==> config.mk <==
export PLATFORM = sky130hd
export DESIGN_NAME = if_fetch_unit_flat
export DESIGN_NICKNAME = d
export VERILOG_FILES = /design/src/rtl/if_fetch_unit_pkg.sv /design/src/rtl/if_fetch_unit_if.sv /design/src/rtl/if_fetch_unit_next_pc_mux.sv /design/src/rtl/if_fetch_unit.sv /design/src/flat_wrapper.sv
export SDC_FILE = /design/constraint.sdc
export NUM_CORES = 1
export LEC_CHECK = 0
export ABC_AREA = 1
export CORE_ASPECT_RATIO = 1.5
export CORE_MARGIN = 2
export CORE_UTILIZATION = 30
export CTS_BUF_LIST = sky130_fd_sc_hd__clkbuf_8
export DETAILED_ROUTE_END_ITERATION = 6
export SYNTH_ARGS = -nofsm -noshare
export SYNTH_HDL_FRONTEND = slang
export SYNTH_SLANG_ARGS = --single-unit
==> constraint.sdc <==
create_clock -name clk -period 10.05 [get_ports clk]
set_clock_uncertainty 0.1 [all_clocks]
set_input_delay 1.005 -clock clk [delete_from_list [all_inputs] [get_ports clk]]
set_output_delay 1.005 -clock clk [all_outputs]
set_load 0.01 [all_outputs]
==> src/rtl/if_fetch_unit_pkg.sv <==
// Shared types, constants and helpers for the MIPS instruction-fetch stage.
package if_fetch_unit_pkg;

  localparam int unsigned INSTR_W  = 32;
  localparam int unsigned IM_AW    = 9;
  localparam logic [31:0] NOP      = 32'h0000_0000;
  localparam logic [31:0] PC_RESET = 32'h0000_0000;
  // Number of populated instruction-memory words; higher word indices fault.
  localparam logic [31:0] IM_WORDS = 32'd502;

  // IF/ID pipeline register contents.
  typedef struct packed {
    logic [INSTR_W-1:0] instr;
    logic [31:0]        pc;
    logic [31:0]        pc4;
    logic               valid;
  } ifid_t;

  localparam ifid_t IFID_RESET = '{instr: NOP, pc: 32'h0000_0000,
                                   pc4: 32'h0000_0000, valid: 1'b0};

  // A fetch faults when the PC is not word aligned or its word index lies
  // beyond the populated part of the instruction memory.
  function automatic logic fetch_fault(input logic [31:0] pc);
    logic misaligned;
    logic out_of_range;
    misaligned   = (pc[1:0] != 2'b00);
    out_of_range = ({2'b00, pc[31:2]} >= IM_WORDS);
    return misaligned | out_of_range;
  endfunction

endpackage

==> src/rtl/if_fetch_unit_if.sv <==
// Bundle of control, memory and IF/ID signals around the fetch stage.
interface if_fetch_unit_if;
  import if_fetch_unit_pkg::*;

  logic                stall_i;
  logic                flush_i;
  logic                redirect_i;
  logic [31:0]         redirect_pc_i;
  logic [IM_AW-1:0]    im_addr_o;
  logic [INSTR_W-1:0]  im_rd_i;
  logic [31:0]         pc_o;
  logic [INSTR_W-1:0]  id_instr_o;
  logic [31:0]         id_pc_o;
  logic [31:0]         id_pc4_o;
  logic                id_valid_o;
  logic                fault_o;
  logic [31:0]         fault_pc_o;

  // Fetch-unit side.
  modport master (
    input  stall_i, flush_i, redirect_i, redirect_pc_i, im_rd_i,
    output im_addr_o, pc_o, id_instr_o, id_pc_o, id_pc4_o, id_valid_o,
    fault_o, fault_pc_o
  );

  // Pipeline / memory side.
  modport slave (
    output stall_i, flush_i, redirect_i, redirect_pc_i, im_rd_i,
    input  im_addr_o, pc_o, id_instr_o, id_pc_o, id_pc4_o, id_valid_o,
    fault_o, fault_pc_o
  );

endinterface

==> src/rtl/if_fetch_unit_next_pc_mux.sv <==
// Next-PC selection: redirect beats stall beats sequential PC+4.
module next_pc_mux
  import if_fetch_unit_pkg::*;
(
  input  logic [31:0] i_pc,
  input  logic        i_stall,
  input  logic        i_redirect,
  input  logic [31:0] i_redirect_pc,
  output logic [31:0] o_pc4,
  output logic [31:0] o_next_pc
);

  // Sequential successor; wraps naturally modulo 2^32.
  assign o_pc4 = i_pc + 32'd4;

  // Priority select of the PC to load on the next edge.
  always_comb begin
    o_next_pc = o_pc4;
    if (i_redirect) begin
      o_next_pc = i_redirect_pc;
    end else if (i_stall) begin
      o_next_pc = i_pc;
    end else begin
      o_next_pc = o_pc4;
    end
  end

endmodule

==> src/rtl/if_fetch_unit.sv <==
// Instruction-fetch stage: PC register, IF/ID register and sticky fetch-fault
// capture. Memory read is asynchronous, so a fetch completes in one cycle.
module if_fetch_unit
  import if_fetch_unit_pkg::*;
(
  input  logic            clk,
  input  logic            rst,
  if_fetch_unit_if.master bus
);

  logic [31:0]        r_pc;
  ifid_t              r_ifid;
  logic               r_fault;
  logic [31:0]        r_fault_pc;

  logic [31:0]        w_pc4;
  logic [31:0]        w_next_pc;
  logic               w_fault;
  logic [INSTR_W-1:0] w_fetch_word;
  logic               w_fault_set;

  next_pc_mux u_next_pc_mux (
    .i_pc          (r_pc),
    .i_stall       (bus.stall_i),
    .i_redirect    (bus.redirect_i),
    .i_redirect_pc (bus.redirect_pc_i),
    .o_pc4         (w_pc4),
    .o_next_pc     (w_next_pc)
  );

  assign w_fault = fetch_fault(r_pc);

  // Faulting fetches deliver a nop instead of whatever memory returns.
  always_comb begin
    w_fetch_word = bus.im_rd_i;
    if (w_fault) begin
      w_fetch_word = NOP;
    end else begin
      w_fetch_word = bus.im_rd_i;
    end
  end

  // A fault is recorded only for the first fetch that actually enters IF/ID.
  always_comb begin
    w_fault_set = 1'b0;
    if (!r_fault && w_fault && !bus.flush_i && !bus.stall_i) begin
      w_fault_set = 1'b1;
    end else begin
      w_fault_set = 1'b0;
    end
  end

  // PC register.
  always_ff @(posedge clk or posedge rst) begin
    if (rst) begin
      r_pc <= PC_RESET;
    end else begin
      r_pc <= w_next_pc;
    end
  end

  // IF/ID register: flush inserts a bubble (keeping pc for debug), stall holds.
  always_ff @(posedge clk or posedge rst) begin
    if (rst) begin
      r_ifid <= IFID_RESET;
    end else if (bus.flush_i) begin
      r_ifid <= '{instr: NOP, pc: r_pc, pc4: w_pc4, valid: 1'b0};
    end else if (bus.stall_i) begin
      r_ifid <= r_ifid;
    end else begin
      r_ifid <= '{instr: w_fetch_word, pc: r_pc, pc4: w_pc4, valid: 1'b1};
    end
  end

  // Sticky fault flag and address of the first faulting fetch.
  always_ff @(posedge clk or posedge rst) begin
    if (rst) begin
      r_fault    <= 1'b0;
      r_fault_pc <= 32'h0000_0000;
    end else if (w_fault_set) begin
      r_fault    <= 1'b1;
      r_fault_pc <= r_pc;
    end else begin
      r_fault    <= r_fault;
      r_fault_pc <= r_fault_pc;
    end
  end

  assign bus.im_addr_o  = r_pc[10:2];
  assign bus.pc_o       = r_pc;
  assign bus.id_instr_o = r_ifid.instr;
  assign bus.id_pc_o    = r_ifid.pc;
  assign bus.id_pc4_o   = r_ifid.pc4;
  assign bus.id_valid_o = r_ifid.valid;
  assign bus.fault_o    = r_fault;
  assign bus.fault_pc_o = r_fault_pc;

endmodule

==> src/flat_wrapper.sv <==
// flat-port wrapper written by rule: the top's interface ports become plain ports
module if_fetch_unit_flat import if_fetch_unit_pkg::*;
  (clk, rst, bus_stall_i, bus_flush_i, bus_redirect_i, bus_redirect_pc_i, bus_im_rd_i, bus_im_addr_o, bus_pc_o, bus_id_instr_o, bus_id_pc_o, bus_id_pc4_o, bus_id_valid_o, bus_fault_o, bus_fault_pc_o);
  if_fetch_unit_if bus_i ();
  input  logic clk;
  input  logic rst;
  input wire logic [$bits(bus_i.stall_i)-1:0] bus_stall_i;
  input wire logic [$bits(bus_i.flush_i)-1:0] bus_flush_i;
  input wire logic [$bits(bus_i.redirect_i)-1:0] bus_redirect_i;
  input wire logic [$bits(bus_i.redirect_pc_i)-1:0] bus_redirect_pc_i;
  input wire logic [$bits(bus_i.im_rd_i)-1:0] bus_im_rd_i;
  output wire logic [$bits(bus_i.im_addr_o)-1:0] bus_im_addr_o;
  output wire logic [$bits(bus_i.pc_o)-1:0] bus_pc_o;
  output wire logic [$bits(bus_i.id_instr_o)-1:0] bus_id_instr_o;
  output wire logic [$bits(bus_i.id_pc_o)-1:0] bus_id_pc_o;
  output wire logic [$bits(bus_i.id_pc4_o)-1:0] bus_id_pc4_o;
  output wire logic [$bits(bus_i.id_valid_o)-1:0] bus_id_valid_o;
  output wire logic [$bits(bus_i.fault_o)-1:0] bus_fault_o;
  output wire logic [$bits(bus_i.fault_pc_o)-1:0] bus_fault_pc_o;
  assign bus_i.stall_i = bus_stall_i;
  assign bus_i.flush_i = bus_flush_i;
  assign bus_i.redirect_i = bus_redirect_i;
  assign bus_i.redirect_pc_i = bus_redirect_pc_i;
  assign bus_i.im_rd_i = bus_im_rd_i;
  assign bus_im_addr_o = bus_i.im_addr_o;
  assign bus_pc_o = bus_i.pc_o;
  assign bus_id_instr_o = bus_i.id_instr_o;
  assign bus_id_pc_o = bus_i.id_pc_o;
  assign bus_id_pc4_o = bus_i.id_pc4_o;
  assign bus_id_valid_o = bus_i.id_valid_o;
  assign bus_fault_o = bus_i.fault_o;
  assign bus_fault_pc_o = bus_i.fault_pc_o;
  if_fetch_unit u_core (.clk(clk), .rst(rst), .bus(bus_i));
endmodule
# ---- Word-level counts from Yosys, hierarchy flattened
# Cells that the tools add are included.
dict set report word_totals {
  register_bits 162
  out_inout_bits 171
  word_cells 25
}
dict set report classes {
  add_sub_neg 1
  magnitude_cmp 1
  eq_ne 2
  mux 6
  n_bitwise 1
  n_reduce_logical 7
}
# cell n
set op_table {}
lappend op_table {{$mux W97} 2}
lappend op_table {{$mux W32} 3}
lappend op_table {{$add A32 B3 Y32 const B} 1}
lappend op_table {{$ge A30 B9 Y1 const B} 1}
lappend op_table {{$ne A2 B1 Y1 const B} 2}
lappend op_table {{$logic_and A1 B1 Y1} 3}
lappend op_table {{$logic_not A1 Y1} 3}
lappend op_table {{$reduce_bool A2 Y1} 1}
lappend op_table {{$mux W1} 1}
lappend op_table {{$or A1 B1 Y1} 1}

# ---- Depth between registers and ports, before layout
# Gate-level depths: netlist (run 1).
dict set report logic_depth {
  word_depth 6
  depth_mapped 10
  ltp_nobuf 10
}

# ---- Modules after synthesis
# A second synthesis (run 1) with hierarchy kept.
dict set report hier_totals {
  hier_cells 862
  hier_area_um2 7636.1
}
# mod instances cells_each area_per_inst_um2
set modules_own_cells {}
lappend modules_own_cells {if_fetch_unit 1 506 6014.5}
lappend modules_own_cells {next_pc_mux 1 356 1621.6}

# ---- Worst setup path before layout (run 1)
# OpenSTA, ideal clock, no wires.
dict set report synth_timing {
  path_type {input port to flip-flop}
  startpoint {input bus_redirect_i}
  endpoint {register u_core.r_pc[16] (netlist: u_core.bus.pc_o[16])}
  setup_ns 0.065
  arrival_time_ns 1.845
  slack_ns 8.040
  cell_stages 7
  n_path_buf 2
  path_cell_list {buf_2 -> nor2_2 -> inv_1 -> clkbuf_1 -> o21ai_0 -> inv_1 -> nand2_1}
}
dict set report synth_via {
  elab_chain_len 1
  word_cells_on_any_way 2
  cone_classes {eq/ne (1); mux (1)}
}
# element line
set synth_rtl {}
lappend synth_rtl {{from (decl)} flat_wrapper.sv:9} ;# input wire logic [$bits(bus_i.redirect_i)-1:0] bus_redirect_i;
lappend synth_rtl {{$ne A2 B1 Y1 (no source line) or $mux W32 (tied branches)} --}
lappend synth_rtl {{to (signal assigned)} if_fetch_unit.sv:58} ;# r_pc <= w_next_pc;
lappend synth_rtl {{to (decl)} if_fetch_unit.sv:11} ;# logic [31:0] r_pc;
# Several ways; a longest one is shown, not always the timed one.
# A chain may end at the register's enable or synchronous reset.

# ---- Worst setup path after layout (run 1)
dict set report layout_timing {
  startpoint {input bus_stall_i}
  endpoint {register u_core.r_ifid, in the netlist u_core.bus.id_pc4_o[7]}
}
dict set report layout_via {
  elab_chain_len 1
}
# element line
set layout_rtl {}
lappend layout_rtl {{from (decl)} flat_wrapper.sv:7} ;# input wire logic [$bits(bus_i.stall_i)-1:0] bus_stall_i;
lappend layout_rtl {{$ne A2 B1 Y1 (no source line)} --}
lappend layout_rtl {{to (signal assigned)} if_fetch_unit.sv:67} ;# r_ifid <= '{instr: NOP, pc: r_pc, pc4: w_pc4, valid: 1'b0};
lappend layout_rtl {{to (signal assigned)} if_fetch_unit.sv:69} ;# r_ifid <= r_ifid;
lappend layout_rtl {{to (signal assigned)} if_fetch_unit.sv:71} ;# r_ifid <= '{instr: w_fetch_word, pc: r_pc, pc4: w_pc4, valid: 1'b1};
lappend layout_rtl {{to (decl)} if_fetch_unit.sv:12} ;# ifid_t r_ifid;
# Every way passes these cells.

==> run metrics, run 1 <==
CTS root buf clkbuf_8; num rows 70; Residual DRC 0; min-delay worst type register to register; Area growth syn-to-layout 40.3%; PostCTS Resize Cnt 0; Startpoint Class primary input; critical path's largest stage delay 0.62 ns; fillers 2,510; Port-buffer cells 239; CTS tree built; Leakage 4.72 nW; pwr/cell area 149 mW/mm²; RD Place Congestion 0.872; CP top delay family buffers and inverters; Synth cell types 23; fin. max-slew vios 0; vias in the first global route 6,823; share of cells above drive strength 1 4.36%; clock-pin slew on the worst setup and hold paths 0.08 ns; first-pass GRT wire length 38.8 mm; cell chain of the critical path clkdlybuf4s50_1 -> inv_1 -> nor2_4 -> buf_4 -> buf_4 -> o21ai_0; htree depth 4; Detailed Route Iter0 Violations 344; crit end category register; post-layout minimum cycle time 2.99 ns; ANT nets after route 0; arrival time worst endpoint 3.20 ns; hold buffers post-CTS 0; clock tree buffer depth 2; # nets final 1,207; Finished Core Util 42.6%; slew margin rel. 19.1%; flop and latch count out of synthesis 160; DRT Pass-1 Iters 4; Peak supply drop 0.0800 mV; CTS Buf Count 17; Die H 196 µm; GRT Util Overall 19.6%; I/O pin cnt 240; Final setup viols 0; Final period util 29.8%; routed vias 6,740; post-DR wirelength/cell 17.0 µm; grt ovf 0; dpl ws 6.57 ns; Clock Sinks 160; final setup margin 7.06 ns; Mapped Area 0.00736 mm²; Max-cap violations 0; outcome finished clean; setup TNS 0 ns; number of diodes 0; maximum clock rate 334 MHz; largest net degree at the start of global routing 94; DIE WIDTH 132 µm; Synth Instances 924; initial antenna violation count 0; critical path peak fanout 74; post-CTS setup buffer count 0; DIE AREA 0.0258 mm²; worst skew pair latency 0.46 ns; final hold viol count 0; most frequent CP cell buf_4; Final Total Pwr 0.00154 W; unrepaired setup endpoints after global routing false; worst hold slack 0.374 ns; worst slew pin tran 1.21 ns; Mean Syn Cell Area 7.97 µm²; DP Wirelength 18.0 mm; Initial Utilization 30.3%; worst path bufs/invs 4; via/cell ratio 4.58; Seq/Total Area, Yosys 54.4%; syn nets 995; Ys Warns 0; Crit Path Category primary input to register; CP required 10.26 ns; CP max-delay cell buf_4; most frequent cells in the layout nand2_1 (396), clkdlybuf4s50_1 (239), dfrtp_1 (160); commonest non-fill, non-tap cell in the layout nand2_1; drt total wl 25.0 mm; core area 0.0243 mm²
==> path summary, 6_finish.rpt <==
kind | cells after the start | end | slack [ns] | start
hold / removal | 2 | u_core.bus.fault_pc_o[19] | 0.37 | u_core.bus.fault_pc_o[19]
min in group asynchronous | 2 | u_core.bus.id_instr_o[8] | 1.00 | rst
setup reg to reg | 10 | u_core.bus.fault_pc_o[27] | 7.18 | u_core.bus.pc_o[3]
setup / recovery | 6 | u_core.bus.id_pc4_o[7] | 7.06 | bus_stall_i
hold reg to reg | 2 | u_core.bus.fault_pc_o[19] | 0.37 | u_core.bus.fault_pc_o[19]
max in group asynchronous | 3 | u_core.bus.id_pc4_o[6] | 7.42 | rst
==> power by group <==
group	internal (W)	leakage, nW	switching, W
clock network	0.000265	0.207	0.000244
registers	0.000688	2.07	0.0000615
logic	0.000141	2.44	0.000139
total	0.00109	4.72	0.000445
==> registers in the layout, indices dropped and copies added, names as in the netlist <==
name and count:
u_core.bus.id_instr_o 32, u_core.bus.id_pc_o 30, u_core.bus.pc_o 32, u_core.bus.fault_o 1, u_core.bus.id_pc4_o 32, u_core.bus.fault_pc_o 32, u_core.bus.id_valid_o 1
==> through the flow <==
stage | cell area, µm² | instances
6_report | 10300 | 1472
5_1_grt | 10300 | 1472
4_1_cts | 10300 | 1472
3_5_place_dp | 9920 | 1441
3_3_place_gp | 9920 | 1441
2_1_floorplan | 7360 | 924
==> worst register-to-register path, delay by kind of cell, from the launching register on <==
family	cells	cell delay, ns
fa+ha+maj	1	0.23
buf+inv	2	0.86
simple gates	7	0.96
flops	1	0.61
==> routing by layer <==
layer	track usage (%)	up-vias	part of all wire (%)
met5	0	-	0
met4	8.70	0	3.1
met3	4.57	42	5.2
met2	35.1	212	53
met1	22.1	3204	39
li1	-	3282	-
==> cell type report <==
class	instances	area [µm²]	area share [%]
clock inverter	14	176	1.71
sequential	160	4000	38.8
inverter	65	249	2.41
timing repair buffer	247	2450	23.7
clock buffer	17	234	2.27
multi-input combinational	645	2810	27.2
tap	324	405	3.93
==> kinds of logic after synthesis <==
kind of cell             count (synthesis)  share of synthesized area, %
AO/OA/AOI/OAI                          105                          7.48
XOR/XNOR                                14                          1.67
adder cells (fa/ha/maj)                  2                         0.340
buffers and inverters                  119                          7.70
flip-flops                             160                          54.4
AND/OR/NAND/NOR                        524                          28.4
==> cells in the mapped netlist <==
cell type  count  area [µm²]
nand3_1       60         300
nor3_2         1        10.0
xor2_1        13         114
buf_4         14         105
buf_1          2        7.51
o21bai_1       2        15.0
nor2_2         5        31.3
dfrtp_1      160        4000
o21ai_0       94         470
inv_1         65         244
xnor2_1        1        8.76
nand2_2        3        18.8
o221ai_1       2        17.5
buf_6          7        78.8
ha_1           2        25.0
o21ai_1        2        10.0
clkbuf_1      19        71.3
nand2_1      396        1490
nor2_4         3        33.8
nor2_1        55         206
nand4_1        1        6.26
buf_2         12        60.1
o211ai_1       5        37.5
Power figures use the tool's default switching activity.
==> run 2, diff against run 1 <==
==> constraint.sdc (replaced) <==
create_clock -name clk -period 2.66 [get_ports clk]
set_clock_uncertainty 0.1 [all_clocks]
set_input_delay 0.266 -clock clk [delete_from_list [all_inputs] [get_ports clk]]
set_output_delay 0.266 -clock clk [all_outputs]
set_load 0.01 [all_outputs]
==> run 2 against run 1 <==
  * Critical path depth up 2
  * Sequential power rose to 3.7 times the previous value
  * Core utilization up 0.38 points
  * Combinational power rose to 3.9 times the previous value
  * First-iteration DRC count up 13%
  * Register-to-register slack worse by 6.8 ns
  * Die area unchanged
  * Wire length up 0.74%
  * Hold slack worse by 0.35 ns
  * Sequential share of layout area down 0.34 points
  * Cell count up 0.68%
  * Largest cell class unchanged
==> run metrics, run 2 (same netlist as run 1, synthesis figures left out) <==
GRT Util Overall 19.6% (about the same); Crit Path Category register to register (was primary input to register); DRT Pass-1 Iters 5 (was 4); Initial Utilization 30.3% (unchanged); DIE AREA 0.0258 mm² (unchanged); worst skew pair latency 0.48 ns (was 0.46 ns); pwr/cell area 544 mW/mm² (was 149 mW/mm²); clock tree buffer depth 2 (unchanged); first-pass GRT wire length 38.7 mm (was 38.8 mm); grt ovf 0 (unchanged); outcome finished clean (unchanged); Residual DRC 0 (unchanged); worst slew pin tran 0.854 ns (was 1.21 ns); # nets final 1,216 (was 1,207); clock-pin slew on the worst setup and hold paths 0.10 ns (was 0.08 ns); setup TNS 0 ns (unchanged); Detailed Route Iter0 Violations 388 (was 344); min-delay worst type primary input to async pin (was register to register); worst hold slack 0.0243 ns (was 0.374 ns); Startpoint Class register (was primary input); DIE WIDTH 132 µm (unchanged); critical path peak fanout 64 (was 74); share of cells above drive strength 1 5.35% (was 4.36%); CTS root buf clkbuf_8 (unchanged); final hold viol count 0 (unchanged); RD Place Congestion 0.867 (was 0.872); Clock Sinks 160 (unchanged); fillers 2,512 (was 2,510); maximum clock rate 439 MHz; commonest non-fill, non-tap cell in the layout nand2_1 (unchanged); cells on worst reg2reg path 8 (was 10); Peak supply drop 0.315 mV (was 0.0800 mV); Final period util 85.7%; via/cell ratio 4.59 (was 4.58); unrepaired setup endpoints after global routing false (unchanged); ANT nets after route 0 (unchanged); CP required 2.96 ns (was 10.26 ns); post-layout minimum cycle time 2.28 ns; I/O pin cnt 240 (unchanged); CTS tree built (unchanged); Final setup viols 0 (unchanged); Multi-input gate area 0.00281 mm² (about the same); post-DR wirelength/cell 17.0 µm (about the same); DP Wirelength 18.4 mm (was 18.0 mm); core area 0.0243 mm² (unchanged); number of diodes 0 (unchanged); fin. max-slew vios 0 (unchanged); crit end category register (unchanged); R2R setup slack 0.38 ns (was 7.18 ns); hold buffers post-CTS 0 (unchanged); largest net degree at the start of global routing 134 (was 94); drt total wl 25.2 mm (was 25.0 mm); post-CTS setup buffer count 0 (unchanged); initial antenna violation count 0 (unchanged); vias in the first global route 6,677 (was 6,823); Seq. cell area 0.00400 mm² (unchanged); Die H 196 µm (unchanged); num rows 70 (unchanged); routed vias 6,801 (was 6,740); htree depth 4 (unchanged); Area growth syn-to-layout 41.5% (was 40.3%); most frequent cells in the layout nand2_1 (396), clkdlybuf4s50_1 (239), dfrtp_1 (160) (unchanged); PostCTS Resize Cnt 0 (unchanged); slew margin rel. 43.0% (was 19.1%); Leakage 4.76 nW (was 4.72 nW); Port-buffer cells 239 (unchanged); arrival time worst endpoint 2.58 ns (was 3.20 ns); CTS Buf Count 17 (unchanged); Max-cap violations 0 (unchanged)
[run 2: changes by cell type in the layout (fill, tap and decap cells not counted), moves of 2 or more]
cell | previous run | this run
buf_12 | 0 | 5
bufinv_16 | 4 | 1
inv_6 | 1 | 4
clkbuf_8 | 17 | 19
buf_4 | 8 | 12
[run 2: final cells by class]
| type | instances | area share, % |
|---|---|---|
| sequential | 160 | 38.4 |
| inverter | 65 | 2.38 |
| multi-input combinational | 645 | 26.9 |
| clock buffer | 19 | 2.51 |
| tap | 324 | 3.89 |
| clock inverter | 13 | 1.06 |
| timing repair buffer | 256 | 24.8 |
[run 2: worst max-delay path, stage by stage, from the launching register on]
cell and delay [ns]:
dfrtp_1 0.63, ha_1 0.23, nand2_1 0.05, nand3_1 0.08, nand3_1 0.09, nand4_1 0.16
buf_4 0.56, nand3_1 0.17, nand2_1 0.10
[run 2: where the power goes]
part | total (W) | leakage [nW] | switching, W | internal (W)
sequential | 0.00281 | 2.07 | 0.000209 | 0.00260
clock | 0.00176 | 0.192 | 0.000968 | 0.000789
combinational | 0.00110 | 2.50 | 0.000546 | 0.000554
total | 0.00567 | 4.76 | 0.00172 | 0.00394
[run 2: worst paths after layout]
path	from	to
max	u_core.bus.pc_o[3]	u_core.bus.fault_pc_o[16]
min	rst	u_core.bus.fault_pc_o[22]
max reg2reg	u_core.bus.pc_o[3]	u_core.bus.fault_pc_o[16]
min reg2reg	u_core.bus.fault_pc_o[24]	u_core.bus.fault_pc_o[24]
max in group asynchronous	rst	u_core.bus.id_pc_o[9]
min in group clk	bus_im_rd_i[27]	u_core.bus.id_instr_o[27]
[run 2: routing by layer]
metal	global-route usage [%]	vias to the layer above	wire length (µm)
met5	0	-	0
met4	8.53	0	827
met3	4.65	48	1460
met2	35.7	228	13100
met1	21.7	3218	9800
li1	-	3307	-
[run 2: per-stage QoR]
stage | total power [W] | area, µm² | setup WS [ns] | std cells | utilization [%]
after detailed placement | 0.00397 | 10000 | 0.359 | 1450 | 41.4
after floorplan | 0.00326 | 7370 | 0.265 | 924 | -
final | 0.00567 | 10400 | 0.381 | 1482 | 42.9
after CTS | 0.00573 | 10400 | 0.357 | 1482 | 42.9
after global routing | 0.00594 | 10400 | 0.191 | 1482 | 42.9
after global placement | 0.00396 | 10000 | 0.405 | 1450 | 41.4
==> RTL change, RTL diff (config.mk and constraints of run 1) <==
The package constant `INSTR_W` goes from 32 to 16.
--- a/src/rtl/if_fetch_unit_pkg.sv
+++ b/src/rtl/if_fetch_unit_pkg.sv
@@ -1,7 +1,7 @@
 // Shared types, constants and helpers for the MIPS instruction-fetch stage.
 package if_fetch_unit_pkg;
 
-  localparam int unsigned INSTR_W  = 32;
+  localparam int unsigned INSTR_W  = 16;
   localparam int unsigned IM_AW    = 9;
   localparam logic [31:0] NOP      = 32'h0000_0000;
   localparam logic [31:0] PC_RESET = 32'h0000_0000;
Interface: changed (resized bus_id_instr_o and bus_im_rd_i); port bits go from 240 to 208. No check against the original RTL was run, so the function may have changed too.
==> RTL change against run 1 <==
- non-clock buffer count shrank 31
- worst setup slack better by 120 ps
- power decreased by 6.6%
- hold slack got worse by 0.57 ps
- area after synthesis shrank 8.7%
- register-to-register slack better by 270 ps
- sequential cell count shrank 16
- sequential share of layout area down 0.24 points
- design area decreased by 9.4%
- wire length is 7.3% lower
- clock power shrank 5.3%
- critical endpoint is now u_core.bus.id_pc4_o[9]
- largest power group unchanged
- highest routed layer unchanged
==> RTL change: results (changes against run 1) <==
non-clock buffer count 216 (was 247); Worst VDD drop 0.07315 mV (was 0.07998 mV); layout cells sized above 1 0.05123 (was 0.04355); fraction of synthesized area in multiplexers 0 (unchanged); switch share 0.3032 (was 0.2891); Flop pwr share 0.474 (was 0.487); Commonest cells post-synth 351 x nand2_1, 144 x dfrtp_1, 78 x o21ai_0, 73 x nand3_1, 59 x inv_1 (was 396 x nand2_1, 160 x dfrtp_1, 94 x o21ai_0, 65 x inv_1, 60 x nand3_1); Pleak 4.269 nW (was 4.716 nW); drt first pass iters 5 (was 4); Unique masters post-synth 25 (was 23); Worst slew margin 0.2794 (was 0.1908); largest net degree at the start of global routing 74 (was 94); XOR/XNOR Fraction of Synth Area 0.01564 (was 0.01666); # Post-CTS Setup Buffers 0 (unchanged); non-clock inverter count 62 (was 65); Arr. time, crit path 3090 ps (was 3200 ps); non-clock buffer share of cell area 0.2288 (was 0.2375); Reg2Reg Setup Slack 7450 ps (was 7180 ps); reg2reg path depth 11 (was 10); ClkCell Share 0.04348 (was 0.03974); CP max FO 70 (was 74); Clock Path Buffers 2 (unchanged); first-pass GRT wire length 36.14 mm (was 38.81 mm); Seq/Total Area, Yosys 0.5361 (was 0.5438); Reg-to-Reg Start u_core.bus.pc_o[2] (was u_core.bus.pc_o[3]); syn_nets 910 (was 995); multi-input gates 600 (was 645); adder-cell area share of the yosys netlist 0.003723 (was 0.003399); filler instances 2259 (was 2510); CTS H-tree lvls 4 (unchanged); multi-input combinational area share 0.2800 (was 0.2717); worst skew pair latency 460 ps (about the same); Synth area leaders dfrtp_1 54%, nand2_1 20%, o21ai_0 5.8% (was dfrtp_1 54%, nand2_1 20%, o21ai_0 6.4%); Via Count 6186 (was 6740); num sequential 144 (was 160); clock buffers 20 (was 17); compound-cell area share of the yosys netlist 0.07185 (was 0.07478); Total Routing Usage GR 0.1992 (was 0.1961); routability congestion estimate from global placement 0.8830 (was 0.8715); Reg area 3603 um2 (was 4004 um2); Hold Path End u_core.bus.fault_pc_o[16] (was u_core.bus.fault_pc_o[19]); final net count 1096 (was 1207); DR iter-0 viols 436 (was 344); port bufs 207 (was 239); hold path startpoint u_core.bus.fault_pc_o[16] (was u_core.bus.fault_pc_o[19]); comb pwr 0.000274 W (was 0.000280 W); Reg-to-Reg End u_core.bus.fault_pc_o[18] (was u_core.bus.fault_pc_o[27]); Switch Pwr 0.0004356 W (was 0.0004448 W); YS warnings 0 (unchanged); Tcrit/Tclk final 0.2860 (was 0.2975); DP Wirelength 17.10 mm (was 17.99 mm); routed wire length 23.17 mm (was 25.00 mm); status completed (unchanged)
==> RTL change: changes by cell type after synthesis, sizes merged <==
cell	change
clkbuf	-2
nor2	+2
inv	-3
nand3	+13
dfrtp	-16
buf	-3
nand2	-48
xor2	-2
and2	+1
nand3b	+1
nand4	+2
o21bai	+1
o21ai	-15
==> RTL change: critical path, stage by stage <==
cell	delay [ps]
clkdlybuf4s50_1	610
inv_2	120
nor2_4	80
buf_4	380
buf_4	650
o21ai_0	200
==> RTL change: per-layer routing <==
| layer | up-vias | track usage | part of all wire |
|---|---|---|---|
| met5 | - | 0 | 0 |
| met4 | 0 | 0.05875 | 0.017 |
| met3 | 25 | 0.03719 | 0.041 |
| met2 | 174 | 0.3672 | 0.54 |
| met1 | 2942 | 0.2324 | 0.40 |
| li1 | 3045 | - | - |
==> RTL change: worst max path at each step <==
stage	end	from	slack, ps
floorplan	u_core.bus.fault_o	rst	5080
global placement	u_core.bus.id_pc4_o[11]	bus_stall_i	6730
detailed placement	u_core.bus.id_pc4_o[9]	bus_stall_i	6690
CTS	u_core.bus.id_pc4_o[9]	bus_stall_i	7190
global route	u_core.bus.id_pc4_o[9]	bus_stall_i	7010
finish	u_core.bus.id_pc4_o[9]	bus_stall_i	7180
==> RTL change: cells by family after synthesis <==
group / Yosys count
xor+xnor: 12
flops: 144
simple gates: 495
buf+inv: 111
compound gates: 91
fa+ha+maj: 2
==> RTL change: per-stage QoR <==
stage	hold WS, ps	instances	area, um2
6_report	373.7	1330	9351
5_1_grt	404.2	1330	9351
4_1_cts	378.5	1330	9351
2_1_floorplan	407.3	855	6721
3_3_place_gp	353.6	1298	8945
3_5_place_dp	358.6	1298	8945
